==> src/rtl/alu_sequencer_if.sv <==
// Command/response handshake bundle for alu_sequencer.
// master drives commands and accepts responses; slave is the sequencer.
interface alu_sequencer_if;
  logic        cmdValid;
  logic        cmdReady;
  logic [15:0] cmdInput1;
  logic [15:0] cmdInput2;
  logic [3:0]  cmdOpcode;
  logic        respValid;
  logic        respReady;
  logic [31:0] respResult;
  logic [2:0]  respError;

  modport master (
    output cmdValid, cmdInput1, cmdInput2, cmdOpcode,
    output respReady,
    input  cmdReady, respValid, respResult, respError
  );

  modport slave (
    input  cmdValid, cmdInput1, cmdInput2, cmdOpcode,
    input  respReady,
    output cmdReady, respValid, respResult, respError
  );
endinterface

==> src/rtl/alu_sequencer.sv <==
// Sequences one command at a time through an external combinational ALU.
// Ports: clk, rst_n, bus (cmd/resp handshake), alu* operands/results, counters.
module alu_sequencer #(
  parameter int unsigned SETTLE_CYCLES = 2
) (
  input  logic        clk,
  input  logic        rst_n,
  alu_sequencer_if.slave bus,
  output logic [15:0] aluInput1,
  output logic [15:0] aluInput2,
  output logic [3:0]  aluOpcode,
  input  logic [31:0] aluResult,
  input  logic [1:0]  aluError,
  output logic [15:0] opCount,
  output logic [15:0] errCount
);

  if (SETTLE_CYCLES < 1 || SETTLE_CYCLES > 15) begin : g_bad_settle
    $error("SETTLE_CYCLES must be 1..15");
  end

  localparam logic [3:0] SETTLE_INIT = 4'(SETTLE_CYCLES);

  typedef enum logic [1:0] {
    S_IDLE,
    S_SETTLE,
    S_RESP
  } state_t;

  state_t      state_q, state_d;
  logic [3:0]  cnt_q, cnt_d;
  logic [15:0] a_q, a_d;
  logic [15:0] b_q, b_d;
  logic [3:0]  op_q, op_d;
  logic        rv_q, rv_d;
  logic [31:0] rr_q, rr_d;
  logic [2:0]  re_q, re_d;
  logic [15:0] opc_q, opc_d;
  logic [15:0] errc_q, errc_d;

  logic cmd_ready;
  logic accept;
  logic op_ok;

  // Gate with rst_n so cmdReady is low for the whole reset window.
  assign cmd_ready = (state_q == S_IDLE) && rst_n;
  assign accept    = bus.cmdValid && cmd_ready;
  assign op_ok     = (op_q >= 4'd1) && (op_q <= 4'd5);

  always_comb begin
    state_d = state_q;
    cnt_d   = cnt_q;
    a_d     = a_q;
    b_d     = b_q;
    op_d    = op_q;
    rv_d    = rv_q;
    rr_d    = rr_q;
    re_d    = re_q;
    opc_d   = opc_q;
    errc_d  = errc_q;
    unique case (state_q)
      S_IDLE: begin
        if (accept) begin
          a_d     = bus.cmdInput1;
          b_d     = bus.cmdInput2;
          op_d    = bus.cmdOpcode;
          cnt_d   = SETTLE_INIT;
          state_d = S_SETTLE;
        end
      end
      S_SETTLE: begin
        cnt_d = cnt_q - 4'd1;
        if (cnt_q == 4'd1) begin
          rv_d    = 1'b1;
          state_d = S_RESP;
          if (op_ok) begin
            rr_d = aluResult;
            re_d = {1'b0, aluError};
          end else begin
            rr_d = '0;
            re_d = 3'b100;
          end
        end
      end
      S_RESP: begin
        if (bus.respReady) begin
          rv_d    = 1'b0;
          state_d = S_IDLE;
          opc_d   = opc_q + 16'd1;
          if (re_q != 3'b000 && errc_q != 16'hFFFF)
            errc_d = errc_q + 16'd1;
        end
      end
      default: state_d = S_IDLE;
    endcase
  end

  always_ff @(posedge clk or negedge rst_n) begin
    if (!rst_n) begin
      state_q <= S_IDLE;
      cnt_q   <= '0;
      a_q     <= '0;
      b_q     <= '0;
      op_q    <= '0;
      rv_q    <= 1'b0;
      rr_q    <= '0;
      re_q    <= '0;
      opc_q   <= '0;
      errc_q  <= '0;
    end else begin
      state_q <= state_d;
      cnt_q   <= cnt_d;
      a_q     <= a_d;
      b_q     <= b_d;
      op_q    <= op_d;
      rv_q    <= rv_d;
      rr_q    <= rr_d;
      re_q    <= re_d;
      opc_q   <= opc_d;
      errc_q  <= errc_d;
    end
  end

  assign bus.cmdReady   = cmd_ready;
  assign bus.respValid  = rv_q;
  assign bus.respResult = rr_q;
  assign bus.respError  = re_q;
  assign aluInput1      = a_q;
  assign aluInput2      = b_q;
  assign aluOpcode      = op_q;
  assign opCount        = opc_q;
  assign errCount       = errc_q;

endmodule

==> src/flat_wrapper.sv <==
// flat-port wrapper written by rule: the top's interface ports become plain ports
module alu_sequencer_flat 
#(
  parameter int unsigned SETTLE_CYCLES = 2
)
  (clk, rst_n, aluInput1, aluInput2, aluOpcode, aluResult, aluError, opCount, errCount, bus_cmdValid, bus_cmdInput1, bus_cmdInput2, bus_cmdOpcode, bus_respReady, bus_cmdReady, bus_respValid, bus_respResult, bus_respError);
  alu_sequencer_if bus_i ();
  input  logic clk;
  input  logic rst_n;
  output logic [15:0] aluInput1;
  output logic [15:0] aluInput2;
  output logic [3:0] aluOpcode;
  input  logic [31:0] aluResult;
  input  logic [1:0] aluError;
  output logic [15:0] opCount;
  output logic [15:0] errCount;
  input wire logic [$bits(bus_i.cmdValid)-1:0] bus_cmdValid;
  input wire logic [$bits(bus_i.cmdInput1)-1:0] bus_cmdInput1;
  input wire logic [$bits(bus_i.cmdInput2)-1:0] bus_cmdInput2;
  input wire logic [$bits(bus_i.cmdOpcode)-1:0] bus_cmdOpcode;
  input wire logic [$bits(bus_i.respReady)-1:0] bus_respReady;
  output wire logic [$bits(bus_i.cmdReady)-1:0] bus_cmdReady;
  output wire logic [$bits(bus_i.respValid)-1:0] bus_respValid;
  output wire logic [$bits(bus_i.respResult)-1:0] bus_respResult;
  output wire logic [$bits(bus_i.respError)-1:0] bus_respError;
  assign bus_i.cmdValid = bus_cmdValid;
  assign bus_i.cmdInput1 = bus_cmdInput1;
  assign bus_i.cmdInput2 = bus_cmdInput2;
  assign bus_i.cmdOpcode = bus_cmdOpcode;
  assign bus_i.respReady = bus_respReady;
  assign bus_cmdReady = bus_i.cmdReady;
  assign bus_respValid = bus_i.respValid;
  assign bus_respResult = bus_i.respResult;
  assign bus_respError = bus_i.respError;
  alu_sequencer #(.SETTLE_CYCLES(SETTLE_CYCLES)) u_core (.clk(clk), .rst_n(rst_n), .bus(bus_i), .aluInput1(aluInput1), .aluInput2(aluInput2), .aluOpcode(aluOpcode), .aluResult(aluResult), .aluError(aluError), .opCount(opCount), .errCount(errCount));
endmodule
==> config.mk <==
export PLATFORM = sky130hd
export DESIGN_NAME = alu_sequencer_flat
export DESIGN_NICKNAME = d
export VERILOG_FILES = /design/src/rtl/alu_sequencer_if.sv /design/src/rtl/alu_sequencer.sv /design/src/flat_wrapper.sv
export SDC_FILE = /design/constraint.sdc
export NUM_CORES = 1
export LEC_CHECK = 0
export ABC_AREA = 1
export CAP_MARGIN = 20
export CORE_AREA = 2 2 79 138
export DETAILED_ROUTE_END_ITERATION = 10
export DIE_AREA = 0 0 81 140
export GPL_TIMING_DRIVEN = 0
export PLACE_DENSITY = 0.84
export SYNTH_ARGS = -nofsm -noshare
export SYNTH_HDL_FRONTEND = slang
export SYNTH_SLANG_ARGS = --single-unit
==> constraint.sdc <==
create_clock -name clk -period 3.6 [get_ports clk]
set_input_delay 1.08 -clock clk [delete_from_list [all_inputs] [get_ports clk]]
set_output_delay 1.08 -clock clk [all_outputs]
set_load 0.02 [all_outputs]
Yosys cells after proc, flatten, opt, wreduce, memory -nomap -nowiden:

Cells that the tools add are included.

* latch bits: 0
* register bits: 110
* bits in writable memories: 0
* output and inout bits: 105
* word-level logic and storage cells: 48
* input bits: 74
* bits in read-only memories: 0
* memories kept: 0

* multiply operators: 0
* muxes and demuxes: 11
* magnitude comparators: 2
* shift operators: 0
* add/sub/neg operators: 3
* equality and inequality tests: 7
* divide/modulo/power cells: 0
* bitwise logic cells: 0
* reductions and logical operators: 15

Operators with widths (count)
* 16-bit by 1-bit adder with 16-bit output (second input constant): 2
* 32-bit 2-to-1 mux: 1
* 16-bit inequality test (second input constant): 1
* 3-bit AND reduction: 3
* 4-bit case mux with 2 select lines: 1
* 2-bit AND reduction: 4
* 2-bit 2-to-1 mux: 3
* 2-bit case mux with 3 select lines: 1
* 4-bit by 1-bit == test with 1-bit output (second input constant): 1
* 4-bit by 1-bit greater-or-equal comparator with 1-bit output (second input constant): 1
* 4-bit by 3-bit less-or-equal comparator with 1-bit output (second input constant): 1
* 1-bit logical AND: 4
* 4-bit 2-to-1 mux: 1
* 2-bit by 1-bit inequality test with 1-bit output (second input constant): 2
* 2-bit nonzero test: 2
* 4-bit by 1-bit subtractor with 4-bit output (second input constant): 1
* 3-bit 2-to-1 mux: 1
* 3-bit nonzero test: 1
* 2-bit by 1-bit == test with 1-bit output (second input constant): 1
* 2-bit == test (second input constant): 1
* 2-bit logical NOT: 1
* 1-bit 2-to-1 mux: 2
* 2-bit inequality test (second input constant): 1
* 1-bit case mux with 2 select lines: 1

Depth between registers and ports, before layout:

* depth in word-level cells: 5
* mapped depth: 11
* mapped depth without buffers: 9

Worst setup path after synthesis:

No wires, ideal clock.

* path type: input to output
* start point: in rst_n
* end point: out bus_cmdReady
* buffers on the path: 1
* required time: 2.520 ns
* data arrival time: 1.672 ns
* slack: 0.848 ns
* stages: 2
* cells stage by stage: nor3b_4 -> buf_2

* longest elaborated chain between the ends: 1

Ends and longest elaborated chain
* start: declaration: line flat_wrapper.sv:9 `input logic rst_n;`
* 1-bit logical AND: line alu_sequencer.sv:46 `assign cmd_ready = (state_q == S_IDLE) && rst_n;`
* end: declaration: line flat_wrapper.sv:22 `output wire logic [$bits(bus_i.cmdReady)-1:0] bus_cmdReady;`

No other way between the ends.

Worst setup path in the final report:

Ends and elaborated chain as after synthesis.

==> results.sh <==
export IMPL_dp_cells=833
export IMPL_nFillCells=789
export IMPL_cp_end_kind="output port"
export IMPL_placed_area_sq_um=6780
export IMPL_clock_fmax_ghz=0.290
export IMPL_drv_cap=0
export IMPL_slew_headroom_pct=67.6
export IMPL_start_util_pct=47.4
export IMPL_final_max_slew_viol_count=0
export IMPL_syn_inst=528
export IMPL_rsz0062_at_grt="false"
export IMPL_yosys_warnings=0
export IMPL_finalSetupTns_ns=0
export IMPL_wl_microns=13700
export IMPL_power_density_nw_per_um2=701
export IMPL_path_cells="buf_12, buf_16, nor3b_4, buf_2, dlygate4sd2_1"
export IMPL_overflow=0
export IMPL_h_tree_depth=3
export IMPL_switching_share_pct=37.6
export IMPL_viasPerCell=5.22
export IMPL_rows=49
export IMPL_detail_route_antenna_nets=0
export IMPL_cts_tree="yes"
export IMPL_power_switching_mw=1.88
export IMPL_postSynthAreaPerCell_sq_um=9.14
export IMPL_netlist_area_sq_um=4830
export IMPL_die_h_microns=140
export IMPL_first_global_vias=4531
export IMPL_fin_crit_sh_pct=95.8
export IMPL_clockPowerShare_pct=19.0
export IMPL_synthDistinctLibCells=26
export IMPL_clkSinkCount=110
export IMPL_dieArea_sq_um=11300
export IMPL_syn_to_final_growth_pct=48.1
export IMPL_worstSetupStartpointType="input pin"
export IMPL_ios=179
export IMPL_setup_viol=0
export IMPL_status="completed"
export IMPL_p_leak_nw=3.37
export IMPL_port_buffers=177
export IMPL_dr_pass1_iters=4
export IMPL_cts_buffer_depth=2
export IMPL_cp_max_fo=39
export IMPL_clock_root_buffer="clkbuf_16"
export IMPL_diodes=0
export IMPL_final_cells=853
export IMPL_die_width_microns=81
export IMPL_period_needed_ns=3.45
export IMPL_skew_ns=0.0135
export IMPL_drt_initial_drc_count=155
export IMPL_grt_first_pass_wirelength_microns=21900
export IMPL_routabilityCongestion=0.896
export IMPL_hold_ws_ns=0.476
export IMPL_syn_nets=606
export IMPL_seqPwrFrac_pct=37.9
export IMPL_vias=4453
export IMPL_cts_buffers=9
export IMPL_postLayoutCoreUtil_pct=70.2
export IMPL_post_drt_wl_per_cell_microns=16.1
export IMPL_fin_nets=799
export IMPL_slowest_delay_ns=0.35
export IMPL_vdd_drop_max_mv=0.457
export IMPL_drc=0
export IMPL_antenna_found_initial=0
export IMPL_hpwlAfterDp_microns=10200
export IMPL_stdcell_area_sq_um=7150
export IMPL_critical_path_arrival_ns=2.37
export IMPL_grt_max_degree=39
export IMPL_cts_clk_slew_worst_paths_ns=0.07
export IMPL_finalHoldViolCount=0
export IMPL_path_class="in -> out"
export IMPL_clock_latency_ns=0.35
export IMPL_ys_ff_latch=110
export IMPL_layout_drive_gt1_share_pct=6.20
export IMPL_min_path_type="reg -> reg"
export IMPL_yosysSeqAreaShare_pct=57.0
export IMPL_tightest_slew_ns=0.487
export IMPL_p_comb_share_pct=43.1
export IMPL_p_int_mw=3.13
export IMPL_track_usage_pct=25.1
export IMPL_cp_required_ns=2.52
export IMPL_slowest_stage="dlygate4sd2_1"
export IMPL_coreArea_sq_um=10200
==> worst max-delay path: cells and delay by family <==
| kind | cells | cell delay (ns) |
|---|---|---|
| buffers and inverters | 4 | 1.02 |
| AND/OR/NAND/NOR | 1 | 0.25 |
==> logic make-up (layout without fill, tap and decap cells) <==
kind of cell,after synthesis,after routing,share of synthesized area [%]
compound gates,45,45,7.20
xor+xnor,15,15,2.72
fa+ha+maj,4,4,1.04
buf+inv,55,253,5.26
flops,110,110,57.0
simple gates,299,299,26.8
==> cells in the mapped netlist <==
master | n | area share [%]
nand2_2 | 1 | 0.13
buf_6 | 3 | 0.70
clkbuf_2 | 1 | 0.10
o21bai_1 | 1 | 0.16
nand2_1 | 181 | 14
nor2_1 | 32 | 2.5
dfrtp_1 | 110 | 57
ha_1 | 4 | 1.0
nor2_4 | 2 | 0.47
nand2_4 | 1 | 0.23
buf_4 | 4 | 0.62
xnor2_1 | 7 | 1.3
a22o_1 | 32 | 5.8
nor2_2 | 2 | 0.26
nand3_1 | 67 | 6.9
nand3b_1 | 3 | 0.47
a21oi_1 | 5 | 0.52
nand4_1 | 3 | 0.39
nor2_8 | 1 | 0.41
o21ai_0 | 7 | 0.73
inv_1 | 33 | 2.6
nor3_1 | 5 | 0.52
clkbuf_1 | 7 | 0.54
nor3b_4 | 1 | 0.39
buf_2 | 7 | 0.73
xor2_1 | 8 | 1.5
==> state kept, by name (all words and copies together) (netlist names) <==
signal / cells
u_core.aluInput2: 16
u_core.opCount: 16
u_core.bus.respValid: 1
u_core.state_q: 2
u_core.bus.respResult: 32
u_core.cnt_q: 4
u_core.aluInput1: 16
u_core.aluOpcode: 4
u_core.bus.respError: 3
u_core.errCount: 16
==> layer usage <==
metal	routed length (microns)	up-vias	track usage, %
met5	0	-	0
met4	620	0	13.4
met3	782	39	5.35
met2	7510	179	45.0
met1	4780	2128	26.4
li1	-	2107	-
==> final timing paths <==
kind                                     startpoint             endpoint  slack (ns)  cells after the start
worst max-delay path                          rst_n         bus_cmdReady        0.15                      5
worst min-delay path            u_core.aluInput1[5]  u_core.aluInput1[5]        0.48                      2
worst max register to register   u_core.errCount[0]   u_core.errCount[4]        1.70                     11
worst min register to register  u_core.aluInput1[5]  u_core.aluInput1[5]        0.48                      2
max in group asynchronous                     rst_n   u_core.errCount[8]        2.40                      2
min in group asynchronous                     rst_n  u_core.errCount[12]        0.57                      1
==> power by group through the flow <==
stage,Clock [mW],Combinational (mW),Sequential (mW)
after floorplan,0,0.648,2.33
after global placement,0,2.09,1.89
after detailed placement,0,2.16,1.92
after CTS,0.972,2.19,1.90
after global routing,1.03,2.33,1.95
final,0.952,2.16,1.90
==> cells in the final DEF (no fill, tap or decap), types with 2 or more instances in the layout <==
master / Yosys / final
nand2_1: 181 / 181
clkdlybuf4s50_1: 0 / 175
dfrtp_1: 110 / 110
nand3_1: 67 / 67
inv_1: 33 / 33
nor2_1: 32 / 32
a22o_1: 32 / 32
clkbuf_16: 0 / 10
xor2_1: 8 / 8
buf_2: 7 / 7
clkbuf_1: 7 / 7
xnor2_1: 7 / 7
o21ai_0: 7 / 7
buf_4: 4 / 6
a21oi_1: 5 / 5
nor3_1: 5 / 5
ha_1: 4 / 4
nand4_1: 3 / 3
buf_6: 3 / 3
nand3b_1: 3 / 3
clkinvlp_4: 0 / 3
nor2_2: 2 / 2
nor2_4: 2 / 2
inv_6: 0 / 2
==> cell type report <==
class	instances	area, sq um	area share, %
plain buffers	22	130	1.82
clock buffers	9	225	3.15
clock inverters	7	56.3	0.788
inverters	33	124	1.73
multi-input cells	363	1820	25.5
flip-flops and latches	110	2750	38.5
well taps	127	159	2.22
repair buffers	182	1880	26.3
==> stage by stage <==
stage	power, mW	worst slack (ns)
after global routing	5.31	0.0393
after detailed placement	4.08	-0.865
final	5.01	0.149
after CTS	5.06	0.0448
after global placement	3.98	-4.33
after floorplan	2.98	0.848
==> timing repair <==
item                                    CTS  global route
endpoints found under the setup margin    1             1
setup buffers                             2             0
cloned                                    1             1
hold buffers                              0             0
endpoints found under the hold margin     0             0
resized for setup                         4             0
pin swaps                                 0             0
Power figures use the tool's default switching activity.
